`config.mk`:
```
export PLATFORM = sky130hd
export DESIGN_NAME = reg_packet_bridge
export DESIGN_NICKNAME = d
export VERILOG_FILES = /design/src/rtl/reg_packet_bridge_pkg.sv /design/src/rtl/reg_packet_bridge.sv
export SDC_FILE = /design/constraint.sdc
export NUM_CORES = 1
export LEC_CHECK = 0
export ABC_AREA = 1
export BUFFER_PORTS_ARGS = -buffer_cell sky130_fd_sc_hd__buf_4
export CAP_MARGIN = 20
export CORE_MARGIN = 2
export CORE_UTILIZATION = 55
export CTS_CLUSTER_SIZE = 40
export DETAILED_ROUTE_END_ITERATION = 8
export PLACE_DENSITY = 0.9
export SYNTH_ARGS = -nofsm -noshare
export SYNTH_HDL_FRONTEND = slang
export SYNTH_SLANG_ARGS = --single-unit
```
`constraint.sdc`:
```
create_clock -name ipClk -period 3 [get_ports ipClk]
set_input_delay 0.6 -clock ipClk [delete_from_list [all_inputs] [get_ports ipClk]]
set_output_delay 0.6 -clock ipClk [all_outputs]
set_load 0.05 [all_outputs]
```
`src/rtl/reg_packet_bridge_pkg.sv`:
```
// reg_packet_bridge_pkg: shared state encoding, packet constants and response byte selection
// Package Structures
//   BRIDGE_STATE  bridge FSM states
//   PKT_SYNC      sync byte that opens requests and responses
//   CMD_READ      read command byte
//   CMD_WRITE     write command byte
//   resp_byte     byte idx of a read response: sync, cmd, addr, then rd LSB first
package Structures;
    typedef enum logic [2:0] {IDLE, CMD, ADDR, DATA, WRITE, RD_WAIT, RD_CAPTURE, TX} BRIDGE_STATE;
    localparam logic [7:0] PKT_SYNC  = 8'h55;
    localparam logic [7:0] CMD_READ  = 8'h00;
    localparam logic [7:0] CMD_WRITE = 8'h01;
    function automatic logic [7:0] resp_byte(input logic [2:0] idx, input logic [7:0] addr, input logic [31:0] rd);
        logic [1:0] k;
        k = idx[1:0] + 2'd1;
        return idx == 3'd0 ? PKT_SYNC : idx == 3'd1 ? CMD_READ : idx == 3'd2 ? addr : rd[{k, 3'b000} +: 8];
    endfunction
endpackage

```
`src/rtl/reg_packet_bridge.sv`:
```
// reg_packet_bridge: UART byte stream to register bus master with serialised read responses
// Ports
//   ipClk       in   1   system clock, rising edge
//   ipReset     in   1   asynchronous active-low reset
//   ipRxData    in   8   received byte
//   ipRxValid   in   1   one-cycle strobe for ipRxData
//   opTxData    out  8   byte to transmit
//   opTxValid   out  1   opTxData valid, held until accepted
//   ipTxReady   in   1   transmitter accepts when opTxValid && ipTxReady
//   opAddress   out  8   register bus address, held between packets
//   opWrData    out  32  register bus write data
//   opWrEnable  out  1   one-cycle write strobe
//   ipRdData    in   32  registered read data, valid 1 clk after opAddress is sampled
module reg_packet_bridge
    import Structures::*;
#(
    parameter int TIMEOUT_CYCLES = 50000
) (
    input  logic        ipClk,
    input  logic        ipReset,
    input  logic [7:0]  ipRxData,
    input  logic        ipRxValid,
    output logic [7:0]  opTxData,
    output logic        opTxValid,
    input  logic        ipTxReady,
    output logic [7:0]  opAddress,
    output logic [31:0] opWrData,
    output logic        opWrEnable,
    input  logic [31:0] ipRdData
);
    localparam int CW = $clog2(TIMEOUT_CYCLES + 1);

    BRIDGE_STATE state, state_nx;
    logic          is_write;
    logic [2:0]    idx;
    logic [CW-1:0] cnt;
    logic [31:0]   rd_word;
    logic          rx_stage;
    logic          timed_out;

    // Only the packet-receiving states accept bytes or age the timeout.
    assign rx_stage  = state == CMD || state == ADDR || state == DATA;
    assign timed_out = rx_stage && !ipRxValid && cnt == CW'(TIMEOUT_CYCLES);

    // Decoded from state so reset drops them asynchronously.
    assign opWrEnable = state == WRITE;
    assign opTxValid  = state == TX;
    assign opTxData   = state == TX ? resp_byte(idx, opAddress, rd_word) : 8'h00;

    always_ff @(posedge ipClk or negedge ipReset) begin
        if (!ipReset) state <= IDLE;
        else          state <= state_nx;
    end

    always_comb begin
        state_nx = state;
        case (state)
            IDLE:       state_nx = ipRxValid && ipRxData == PKT_SYNC ? CMD : IDLE;
            CMD:        if (ipRxValid) state_nx = ipRxData == CMD_READ || ipRxData == CMD_WRITE ? ADDR : IDLE;
            ADDR:       if (ipRxValid) state_nx = is_write ? DATA : RD_WAIT;
            DATA:       if (ipRxValid && idx == 3'd3) state_nx = WRITE;
            WRITE:      state_nx = IDLE;
            RD_WAIT:    state_nx = RD_CAPTURE;
            RD_CAPTURE: state_nx = TX;
            TX:         if (ipTxReady && idx == 3'd6) state_nx = IDLE;
            default:    state_nx = IDLE;
        endcase
        if (timed_out) state_nx = IDLE;
    end

    always_ff @(posedge ipClk or negedge ipReset) begin
        if (!ipReset) begin
            is_write  <= 1'b0;
            idx       <= 3'd0;
            cnt       <= '0;
            rd_word   <= '0;
            opAddress <= '0;
            opWrData  <= '0;
        end else begin
            cnt <= ipRxValid || state == IDLE ? '0 : rx_stage ? cnt + 1'b1 : cnt;
            if (state == CMD && ipRxValid) is_write <= ipRxData == CMD_WRITE;
            if (state == ADDR && ipRxValid) begin
                opAddress <= ipRxData;
                idx       <= 3'd0;
            end
            if (state == DATA && ipRxValid) begin
                opWrData[{idx[1:0], 3'b000} +: 8] <= ipRxData;
                idx <= idx + 3'd1;
            end
            // Two clocks after the address update: the register file has sampled it and registered its data.
            if (state == RD_CAPTURE) begin
                rd_word <= ipRdData;
                idx     <= 3'd0;
            end
            if (state == TX && ipTxReady) idx <= idx + 3'd1;
        end
    end
endmodule

```
**After elaboration in Yosys (flattened, before gate mapping)**

Cells that the tools add are included.

- Input port bits: 44
- Register bits after elaboration: 95
- Output and inout bits: 50
- Word-level logic and storage cells: 72

- Muxes and demuxes: 20
- Equality and inequality tests: 18
- Reduce and logical (&&, ||, !) cells: 20
- $add $sub $neg: 4
- Shift operators: 3

Operator list:

| operator | number |
|---|---|
| bitwise mux 32 bit | 1 |
| 2-to-1 mux 16 bit | 2 |
| 2-to-1 mux 8 bit | 4 |
| variable shift 8 x 7 -> 32 bit (first input constant) | 1 |
| indexed part select 32 x 6 -> 8 bit | 1 |
| indexed part select 8 x 7 -> 32 bit | 1 |
| 2-to-1 mux 3 bit | 10 |
| one-hot mux 3 bit (8 select lines) | 1 |
| adder 16 x 1 -> 16 bit (second input constant) | 1 |
| equality test 16 bit (second input constant) | 1 |
| equality test 3 bit (second input constant) | 5 |
| equality test 3 x 2 -> 1 bit (second input constant) | 4 |
| logical AND 1 bit | 9 |
| equality test 8 x 1 -> 1 bit (second input constant) | 1 |
| equality test 8 x 7 -> 1 bit (second input constant) | 1 |
| zero test 8 bit | 1 |
| negation 5 -> 7 bit | 1 |
| equality test 3 x 1 -> 1 bit (second input constant) | 2 |
| zero test 3 bit | 2 |
| inequality test 3 bit (second input constant) | 2 |
| logical OR 1 bit | 4 |
| AND reduction 4 bit | 1 |
| nonzero test 4 bit | 1 |
| adder 3 x 1 -> 3 bit (second input constant) | 1 |
| 7 further kinds | 7 |

**Depth between registers and ports, before layout**

Gate-level depths: netlist (run 1).

- Depth in word-level cells: 7
- Gate-level depth with buffers: 10
- Depth with buffers taken out: 8

**Worst setup path after synthesis (run 1)**

OpenSTA, ideal clock, no wires.

- Path type: register to output
- From: register idx[0]
- To: output opTxData[0]
- Stages on the path, launching flop included: 11
- Data required time: 2400 ps
- Arrival: 2525 ps
- Slack: -125 ps
- Buffers on the path: 2
- Path through: dfrtp_1 -> buf_2 -> clkinv_1 -> buf_2 -> ha_1 -> clkinv_1 -> nor2_1 -> o21ai_0 -> nand3_1 -> nand2_1 -> a21oi_1

- Longest elaborated chain between the ends: 6
- Elaborated cells between the ends (all ways): 9
- Classes of those cells: add/sub (1); eq/ne (2); shift (1); mux (4); reduce/logical (1)

RTL lines:

| element | line | text |
|---|---|---|
| start, declared | reg_packet_bridge.sv:35 | `logic [2:0] idx;` |
| start signal, assigned | reg_packet_bridge.sv:88 | `idx <= idx + 3'd1;` |
| start signal, assigned | reg_packet_bridge.sv:95 | `if (state == TX && ipTxReady) idx <= idx + 3'd1;` |
| adder 2 x 1 -> 2 bit | reg_packet_bridge_pkg.sv:15 | `k = idx[1:0] + 2'd1;` |
| indexed part select 32 x 6 -> 8 bit | reg_packet_bridge_pkg.sv:16 | `return idx == 3'd0 ? PKT_SYNC : idx == 3'd1 ? CMD_READ : idx == 3'd2 ? addr : rd[{k, 3'b000} +: 8];` |
| 2-to-1 mux 8 bit (2 in a row) | reg_packet_bridge_pkg.sv:16 |  |
| 2-to-1 mux 8 bit * | reg_packet_bridge_pkg.sv:16 |  |
| 2-to-1 mux 8 bit * | reg_packet_bridge.sv:48 | `assign opTxData = state == TX ? resp_byte(idx, opAddress, rd_word) : 8'h00;` |
| end, declared | reg_packet_bridge.sv:23 | `output logic [7:0] opTxData,` |

Every way passes the cells marked *; elsewhere a longest branch is shown, timed or not.

**Final worst setup path (run 1)**

- From: register idx[1]
- To: output opTxData[1]

The elaborated chain is that of the path after synthesis.

==> flow_summary.json, run 1 <==
{
  "slew-limit-headroom_pct": 47.5,
  "area_growth_pct": 21.6,
  "hold_viol_final": 0,
  "die_area_mm2": 0.00944,
  "outcome": "completed",
  "hpwl_um": 9140,
  "detail_route.wl_per_cell_um": 16.0,
  "cts_max_path_buffers": 2,
  "fin_worst_skew_ps": 10.4,
  "cts_made_buffers": 9,
  "cts_tree": "built",
  "clock_latency_ps": 370,
  "ant_nets": 0,
  "worst_setup_path_start_kind": "register",
  "fin_nets": 716,
  "drc": 0,
  "p_leak_nw": 2.88,
  "fp.coreArea_mm2": 0.00830,
  "cp.arrival_ps": 2290,
  "num_antenna_cells": 0,
  "holdWs_ps": 248,
  "grt_usage_pct": 26.7,
  "path_class": "reg2out",
  "vias": 4325,
  "grt_use_met3_pct": 6.26,
  "powerDensity_mw_per_mm2": 994,
  "synthCells": 566,
  "setup_viol": 0,
  "synth_area_per_cell_um2": 8.44,
  "place_congestion": 0.957,
  "netlist_area_mm2": 0.00477,
  "die_y_um": 97.2,
  "rsz0062_at_grt": "no",
  "worst_pin_slew_ps": 785,
  "netlist-cell-type-count": 24,
  "drive_gt1_share_pct": 24.3,
  "crit_required_ps": 2400,
  "vias_per_cell": 5.61,
  "clkTransAtPathRegs_ps": 100,
  "synth_seq_cells": 95,
  "htreeDepth": 3,
  "synth-seq-area-share_pct": 49.8,
  "portBuffers": 93,
  "drtIter0Drc": 331,
  "rows": 33,
  "clock-root-buffer": "clkbuf_8",
  "end_kind": "primary output",
  "worstPathMaxFanout": 5,
  "first_pass_iters": 5,
  "initial_core_util_pct": 57.5,
  "grt_max_degree": 51,
  "finalCritPeriodShare_pct": 96.3,
  "maxCapViolCount": 0,
  "gr-max-usage-layer": "met2",
  "yosysWarnings": 0,
  "yosysTopAreaCell": "dfrtp_1",
  "synth_top_area_share_pct": 49.8,
  "drv_slew": 0,
  "grt_pass1_vias": 4251,
  "met2_usage_pct": 43.1,
  "yosys-top-cells-area": "dfrtp_1 50%, nand2_1 8.6%, mux2_2 7.5%, nor2_1 6.9%, o21ai_0 5.8%",
  "synth_nets": 620,
  "wirelength_um": 12400,
  "die_w_um": 97.2,
  "globalRoute.totalOverflow": 0,
  "cts.sinks": 95,
  "hold_class": "in2async",
  "io_pins": 94,
  "tns_ps": 0,
  "fin_crit_ps": 2890,
  "grt_pass1_wl_um": 20500,
  "grtUsageMet1_pct": 34.8,
  "grt_antenna_before_repair": 0,
  "fmaxAchievable_ghz": 0.346,
  "ir_worst_vdd_mv": 0.370,
  "dpl.cell_count": 754,
  "fin_cells": 771,
  "fill_cells": 626
}
## per-layer routing
layer / wire length [um] / vias up
met1: 5190 / 2045
met2: 5980 / 201
li1: - / 2042
met4: 325 / 0
met3: 872 / 37
met5: 0 / -
## final timing paths
kind	cells after the start	from	end	slack, ps
worst min register to register	2	opWrData[6]	opWrData[6]	490
worst max register to register	7	idx[1]	opWrData[23]	800
min in group ipClk	2	ipRdData[5]	rd_word[5]	450
worst max-delay path	8	idx[1]	opTxData[1]	110
max in group asynchronous	2	ipReset	idx[1]	2060
worst min-delay path	1	ipReset	opWrData[5]	250
## cells in the final DEF (no fill, tap or decap), types with 2 or more instances in the layout
master	count
dfrtp_1	94
nor3_1	11
nor2_4	2
nand2_1	109
buf_4	99
nand2_2	4
nand3_1	28
a21oi_2	4
nor2_1	88
a21oi_1	26
clkbuf_8	9
o21ai_0	55
inv_1	59
inv_6	3
ha_1	10
o31ai_1	8
nand4_1	9
bufinv_16	2
clkinv_1	2
o22ai_1	4
mux2_2	32
## power by group
part / internal, mW / switching (mW) / total (mW) / leakage [nW]
Sequential: 1.74 / 0.341 / 2.08 / 1.20
Combinational: 0.915 / 1.83 / 2.74 / 1.57
Clock: 0.473 / 0.468 / 0.940 / 0.110
Total: 3.13 / 2.64 / 5.77 / 2.88
## state kept, by name, summed over array words and instances (netlist names)
name / count
cnt: 16
idx: 3
is_write: 1
rd_word: 32
opWrData: 32
state: 3
opAddress: 8
## cell type report
class,count,area [um2],share of cell area (%)
repair buffers,100,763,13.1
well taps,105,131,2.26
clock buffers,9,124,2.13
clock inverters,6,91.3,1.57
repair inverters,1,5.00,0.0862
inverters,62,236,4.07
flip-flops and latches,95,2380,41.0
multi-input cells,393,2070,35.7
## per-stage QoR
stage	util (%)	cell area, um2	setup slack (ps)	power, mW
2_1_floorplan	-	4790	133	3.93
3_3_place_gp	67.1	5570	637	4.63
3_5_place_dp	67.1	5570	447	4.78
5_1_grt	69.9	5800	13.3	6.10
6_report	69.9	5800	110	5.77
4_1_cts	69.7	5780	42.8	5.72
## critical path: stages, from the launching register on
cell and delay [ps]:
dfrtp_2 420, inv_1 100, ha_1 380, clkinvlp_2 260, o21ai_0 210, o22ai_1 140
o21ai_0 170, inv_1 60, buf_4 190
## repair_timing
action                     CTS  global route
resized for setup            0             3
setup endpoints to repair    0             5
hold buffers                 0             0
setup buffers                0             1
## cell usage after synthesis (all sizes together)
cell type,count
buf,11
nand3,28
mux2,32
o21ai,55
a2bb2oi,1
inv,59
ha,10
a21oi,30
dfrtp,95
nor2,91
clkinv,3
nor3,12
clkbuf,5
nand2,113
nand4,9
o31ai,8
o22ai,4
## cells by family after synthesis
logic type / after synthesis / synth area share (%)
fa+ha+maj: 10 / 2.62
compound gates: 98 / 10.9
buf+inv: 78 / 7.13
flops: 95 / 49.8
mux: 32 / 7.55
simple gates: 253 / 22.0
Note: power is estimated with default switching activity, not from simulation.
==> run 2: changes to the inputs <==
--- a/config.mk
+++ b/config.mk
@@ -13,6 +13,7 @@
 export CTS_CLUSTER_SIZE = 40
 export DETAILED_ROUTE_END_ITERATION = 8
 export PLACE_DENSITY = 0.9
+export SETUP_SLACK_MARGIN = 0.2
 export SYNTH_ARGS = -nofsm -noshare
 export SYNTH_HDL_FRONTEND = slang
 export SYNTH_SLANG_ARGS = --single-unit
==> run 2 against run 1 <==
  * Via count fell by 0.81%
  * Largest cell class unchanged
  * Critical endpoint is now opTxData[7]
  * Clock skew rose by 3.1 ps
  * Wire length fell by 6.2%
  * Hold slack got worse by 74 ps
==> flow_summary.json, run 2 (synthesis gave the netlist of run 1 again) <==
{
  "num_antenna_cells": 0,
  "setup_viol": 0,
  "hpwl_um": 8470,
  "globalRoute.totalOverflow": 0,
  "clock-root-buffer": "clkbuf_8",
  "grt_pass1_vias": 3973,
  "fin_cells": 772,
  "outcome": "completed",
  "worstReg2RegEnd": "opWrData[6]",
  "grt_pass1_wl_um": 19100,
  "r2r-start": "idx[1]",
  "die_y_um": 97.2,
  "htreeDepth": 3,
  "worst-path-buf-inv": 4,
  "slowest_stage": "dfrtp_1",
  "ant_nets": 0,
  "cts_made_buffers": 9,
  "io_pins": 94,
  "path_cells": "inv_2, ha_2, buf_6, o21ai_0, o22ai_1, o21ai_0, inv_1, buf_4",
  "place_congestion": 0.967,
  "ir_worst_vdd_mv": 0.502,
  "worst_setup_path_start_kind": "register",
  "fp.coreArea_mm2": 0.00830,
  "powerDensity_mw_per_mm2": 978,
  "reg2regPathDepth": 6,
  "worstPathMaxFanout": 11,
  "drive_gt1_share_pct": 24.6,
  "area_growth_pct": 22.3,
  "cp.arrival_ps": 2110,
  "hold_viol_final": 0,
  "p_leak_nw": 2.89,
  "final_common_cell": "nand2_1",
  "cts_hold_buf": 0,
  "detail_route.wl_per_cell_um": 15.0,
  "worst_pin_slew_ps": 738,
  "grt_antenna_before_repair": 0,
  "clock_latency_ps": 370,
  "drtIter0Drc": 373,
  "finalCritPeriodShare_pct": 90.4,
  "fin_nets": 716,
  "end_kind": "primary output",
  "path_class": "reg2out",
  "cts_tree": "built",
  "drv_slew": 0,
  "rsz0062_at_grt": "no",
  "vias_per_cell": 5.56,
  "maxCapViolCount": 0,
  "initial_core_util_pct": 57.5,
  "gr-max-usage-layer": "met2",
  "portBuffers": 93,
  "max_stage_delay_ps": 450,
  "wirelength_um": 11600,
  "grt_use_met3_pct": 5.11,
  "grt_usage_pct": 24.8,
  "fin_crit_ps": 2710,
  "cts.sinks": 95,
  "rrSetupSlack_ps": 1180,
  "dpl.cell_count": 754,
  "die_area_mm2": 0.00944,
  "clkTransAtPathRegs_ps": 100,
  "worst_path_most_repeated_cell": "o21ai_0",
  "reg_top3": "opWrData (32), rd_word (32), cnt (16)",
  "slew-limit-headroom_pct": 50.6,
  "power_mw": 5.71,
  "grtUsageMet1_pct": 34.7,
  "tns_ps": 0,
  "fin_worst_skew_ps": 13.4,
  "critical-path-top-delay-family": "buffers and inverters",
  "fill_cells": 633,
  "layout_common_cells": "109 x nand2_1, 96 x buf_4, 95 x dfrtp_1",
  "met2_usage_pct": 39.6,
  "hold_class": "in2async",
  "drc": 0,
  "die_w_um": 97.2,
  "crit_required_ps": 2400,
  "final_util_pct": 70.3,
  "first_pass_iters": 6,
  "rows": 33,
  "fmaxAchievable_ghz": 0.369,
  "grt_max_degree": 60,
  "cts_max_path_buffers": 2,
  "vias": 4290
}
## run 2: area by class of cell
class	instances	area, um2	share of cell area [%]
clock buffer	12	145	2.49
timing repair buffer	101	786	13.5
multi-input combinational	393	2110	36.1
inverter	62	235	4.03
tap	105	131	2.25
sequential	95	2380	40.7
clock inverter	4	53.8	0.922
## run 2: through the flow
stage / instance area [um2] / worst slack (ps) / hold WS, ps
finish: 5840 / 288 / 174
global route: 5840 / 185 / 196
CTS: 5800 / 206 / 198
detailed placement: 5600 / 471 / 474
global placement: 5600 / 579 / 471
floorplan: 4820 / 157 / 304
## run 2: timing repair
| action | 4_1_cts | 5_1_grt |
|---|---|---|
| setup endpoints to repair | 6 | 8 |
| cloned | 0 | 0 |
| setup buffers | 0 | 2 |
| gates resized for setup | 1 | 10 |
| hold endpoints to repair | 0 | 0 |
## run 2: power breakdown
part,internal [mW],leakage [nW],switching [mW]
Combinational,0.947,1.59,1.85
Sequential,1.74,1.20,0.316
Clock,0.412,0.0932,0.446
## run 2: worst max-delay path by stage
stage                     startpoint     endpoint  slack, ps  cells past startpoint
after floorplan               idx[0]  opTxData[1]        160                      9
after CTS                     idx[1]  opTxData[2]        210                      9
final                         idx[1]  opTxData[7]        290                      8
after global routing          idx[1]  opTxData[5]        190                      9
after detailed placement      idx[1]  opTxData[2]        470                      9
after global placement        idx[1]  opTxData[2]        580                      9
## run 2: metal layers
metal  part of all wire, %  wire (um)
met5                     0          0
met4                   1.5        170
met3                   7.2        839
met2                    48       5530
met1                    44       5060
==> run 3: changes to the inputs <==
--- a/config.mk
+++ b/config.mk
@@ -10,6 +10,7 @@
 export CAP_MARGIN = 20
 export CORE_MARGIN = 2
 export CORE_UTILIZATION = 55
+export CTS_BUF_LIST = sky130_fd_sc_hd__clkbuf_8 sky130_fd_sc_hd__clkbuf_16
 export CTS_CLUSTER_SIZE = 40
 export DETAILED_ROUTE_END_ITERATION = 8
 export PLACE_DENSITY = 0.9
==> run 3 against run 2 <==
  * Final cell count unchanged
  * Die area unchanged
  * Sequential share of layout area unchanged
  * Critical path type unchanged
  * Largest power group unchanged
==> flow_summary.json, run 3 (synthesis gave the netlist of run 1 again) <==
{
  "tns_ps": 0,
  "globalRoute.totalOverflow": 0,
  "critical-path-top-delay-family": "buffers and inverters",
  "die_w_um": 97.2,
  "cts_made_buffers": 9,
  "htreeDepth": 3,
  "ir_worst_vdd_mv": 0.502,
  "detail_route.wl_per_cell_um": 15.0,
  "rows": 33,
  "worst_setup_path_start_kind": "register",
  "fp.coreArea_mm2": 0.00830,
  "hold_class": "in2async",
  "drv_slew": 0,
  "final_util_pct": 70.3,
  "worst_pin_slew_ps": 744,
  "slew-limit-headroom_pct": 50.2,
  "grt_usage_pct": 24.8,
  "grt_pass1_wl_um": 19100,
  "slowest_stage": "dfrtp_1",
  "p_leak_nw": 2.89,
  "r2r-start": "idx[1]",
  "clkTransAtPathRegs_ps": 100,
  "rsz0062_at_grt": "no",
  "grt_antenna_before_repair": 0,
  "pwr-share-seq_pct": 36.1,
  "initial_core_util_pct": 57.5,
  "drc": 0,
  "first_pass_iters": 5,
  "fin_cells": 772,
  "hold_viol_final": 0,
  "clock-root-buffer": "clkbuf_8",
  "fin_crit_ps": 2710,
  "die_y_um": 97.2,
  "area_growth_pct": 22.3,
  "cp_num_cells": 8,
  "vias": 4293,
  "grt_max_degree": 60,
  "cp.arrival_ps": 2110,
  "final_common_cell": "nand2_1",
  "cts_max_path_buffers": 2,
  "setup_viol": 0,
  "maxCapViolCount": 0,
  "intPower_mw": 3.09,
  "end_kind": "primary output",
  "cts_hold_buf": 0,
  "worst-path-buf-inv": 4,
  "worst_path_most_repeated_cell": "o21ai_0",
  "cts.sinks": 95,
  "layout_common_cells": "109 x nand2_1, 96 x buf_4, 95 x dfrtp_1",
  "worstPathMaxFanout": 11,
  "dpl.cell_count": 754,
  "power_mw": 5.70,
  "fin_worst_skew_ps": 13.6,
  "io_pins": 94,
  "die_area_mm2": 0.00944,
  "reg2regPathDepth": 6,
  "place_congestion": 0.967,
  "finalCritPeriodShare_pct": 90.4,
  "vias_per_cell": 5.56,
  "drtIter0Drc": 373,
  "clock_latency_ps": 370,
  "switching_power_mw": 2.61,
  "rrSetupSlack_ps": 1180,
  "fmaxAchievable_ghz": 0.369,
  "portBuffers": 93,
  "grt_pass1_vias": 3973,
  "num_antenna_cells": 0,
  "crit_end": "opTxData[7]",
  "wirelength_um": 11600,
  "crit_required_ps": 2400,
  "hpwl_um": 8470,
  "powerDensity_mw_per_mm2": 976,
  "p_comb_share_pct": 49.0,
  "clockPowerShare_pct": 14.9,
  "worstReg2RegEnd": "opWrData[6]",
  "path_class": "reg2out",
  "max_stage_delay_ps": 450,
  "cts_tree": "built",
  "swShare_pct": 45.7,
  "critPathLaunch": "idx[1]",
  "drive_gt1_share_pct": 24.6,
  "outcome": "completed",
  "fin_nets": 716,
  "reg_top3": "opWrData (32), rd_word (32), cnt (16)",
  "ant_nets": 0,
  "path_cells": "inv_2, ha_2, buf_6, o21ai_0, o22ai_1, o21ai_0, inv_1, buf_4"
}
-- run 3: layer usage --
layer | vias up | part of all wire, % | track usage [%]
li1 | 2041 | - | -
met2 | 199 | 48 | 39.6
met3 | 18 | 7.3 | 5.11
met1 | 2035 | 43 | 34.7
met4 | 0 | 1.4 | 7.15
met5 | - | 0 | 0
-- run 3: what timing repair did --
action                     4_1_cts  5_1_grt
setup buffers                    0        2
resized for setup                1       10
hold endpoints to repair         0        0
setup endpoints to repair        6        8
-- run 3: worst min-delay path by stage --
stage | startpoint | endpoint | slack (ps) | cells past startpoint
after floorplan | ipReset | cnt[0] | 300 | 0
after global placement | opWrData[7] | opWrData[7] | 470 | 2
after detailed placement | opWrData[1] | opWrData[1] | 470 | 2
after CTS | ipReset | opWrData[3] | 200 | 1
after global routing | ipReset | opWrData[3] | 200 | 1
final | ipReset | opWrData[3] | 170 | 1
-- run 3: area by class of cell --
type / instances / area, um2
clock inverter: 6 / 61.3
inverter: 62 / 235
fill: 633 / 2460
sequential: 95 / 2380
tap: 105 / 131
multi-input combinational: 393 / 2110
clock buffer: 10 / 138
timing repair buffer: 101 / 786
-- run 3: power by group through the flow --
stage	Combinational (mW)	Clock, mW	Sequential [mW]
after detailed placement	2.73	0	2.07
after floorplan	1.34	0	2.64
after global placement	2.66	0	2.04
final	2.79	0.851	2.06
after CTS	2.75	0.863	2.04
after global routing	3.01	0.934	2.10
-- run 3: worst register-to-register path: cells and delay by family (launching register included) --
| kind | cells | cell delay, ps |
|---|---|---|
| buffers and inverters | 3 | 500 |
| DFF | 1 | 450 |
| adders and majority gates | 1 | 310 |
| AOI/OAI and AO/OA | 1 | 310 |
| and+or+nand+nor | 1 | 150 |
-- run 3: per-stage QoR --
stage                     hold WS, ps  setup slack (ps)  cell area, um2
after floorplan                   304               157            4820
after global placement            471               579            5600
after detailed placement          474               471            5600
after CTS                         198               207            5800
after global routing              195               185            5840
final                             174               287            5840
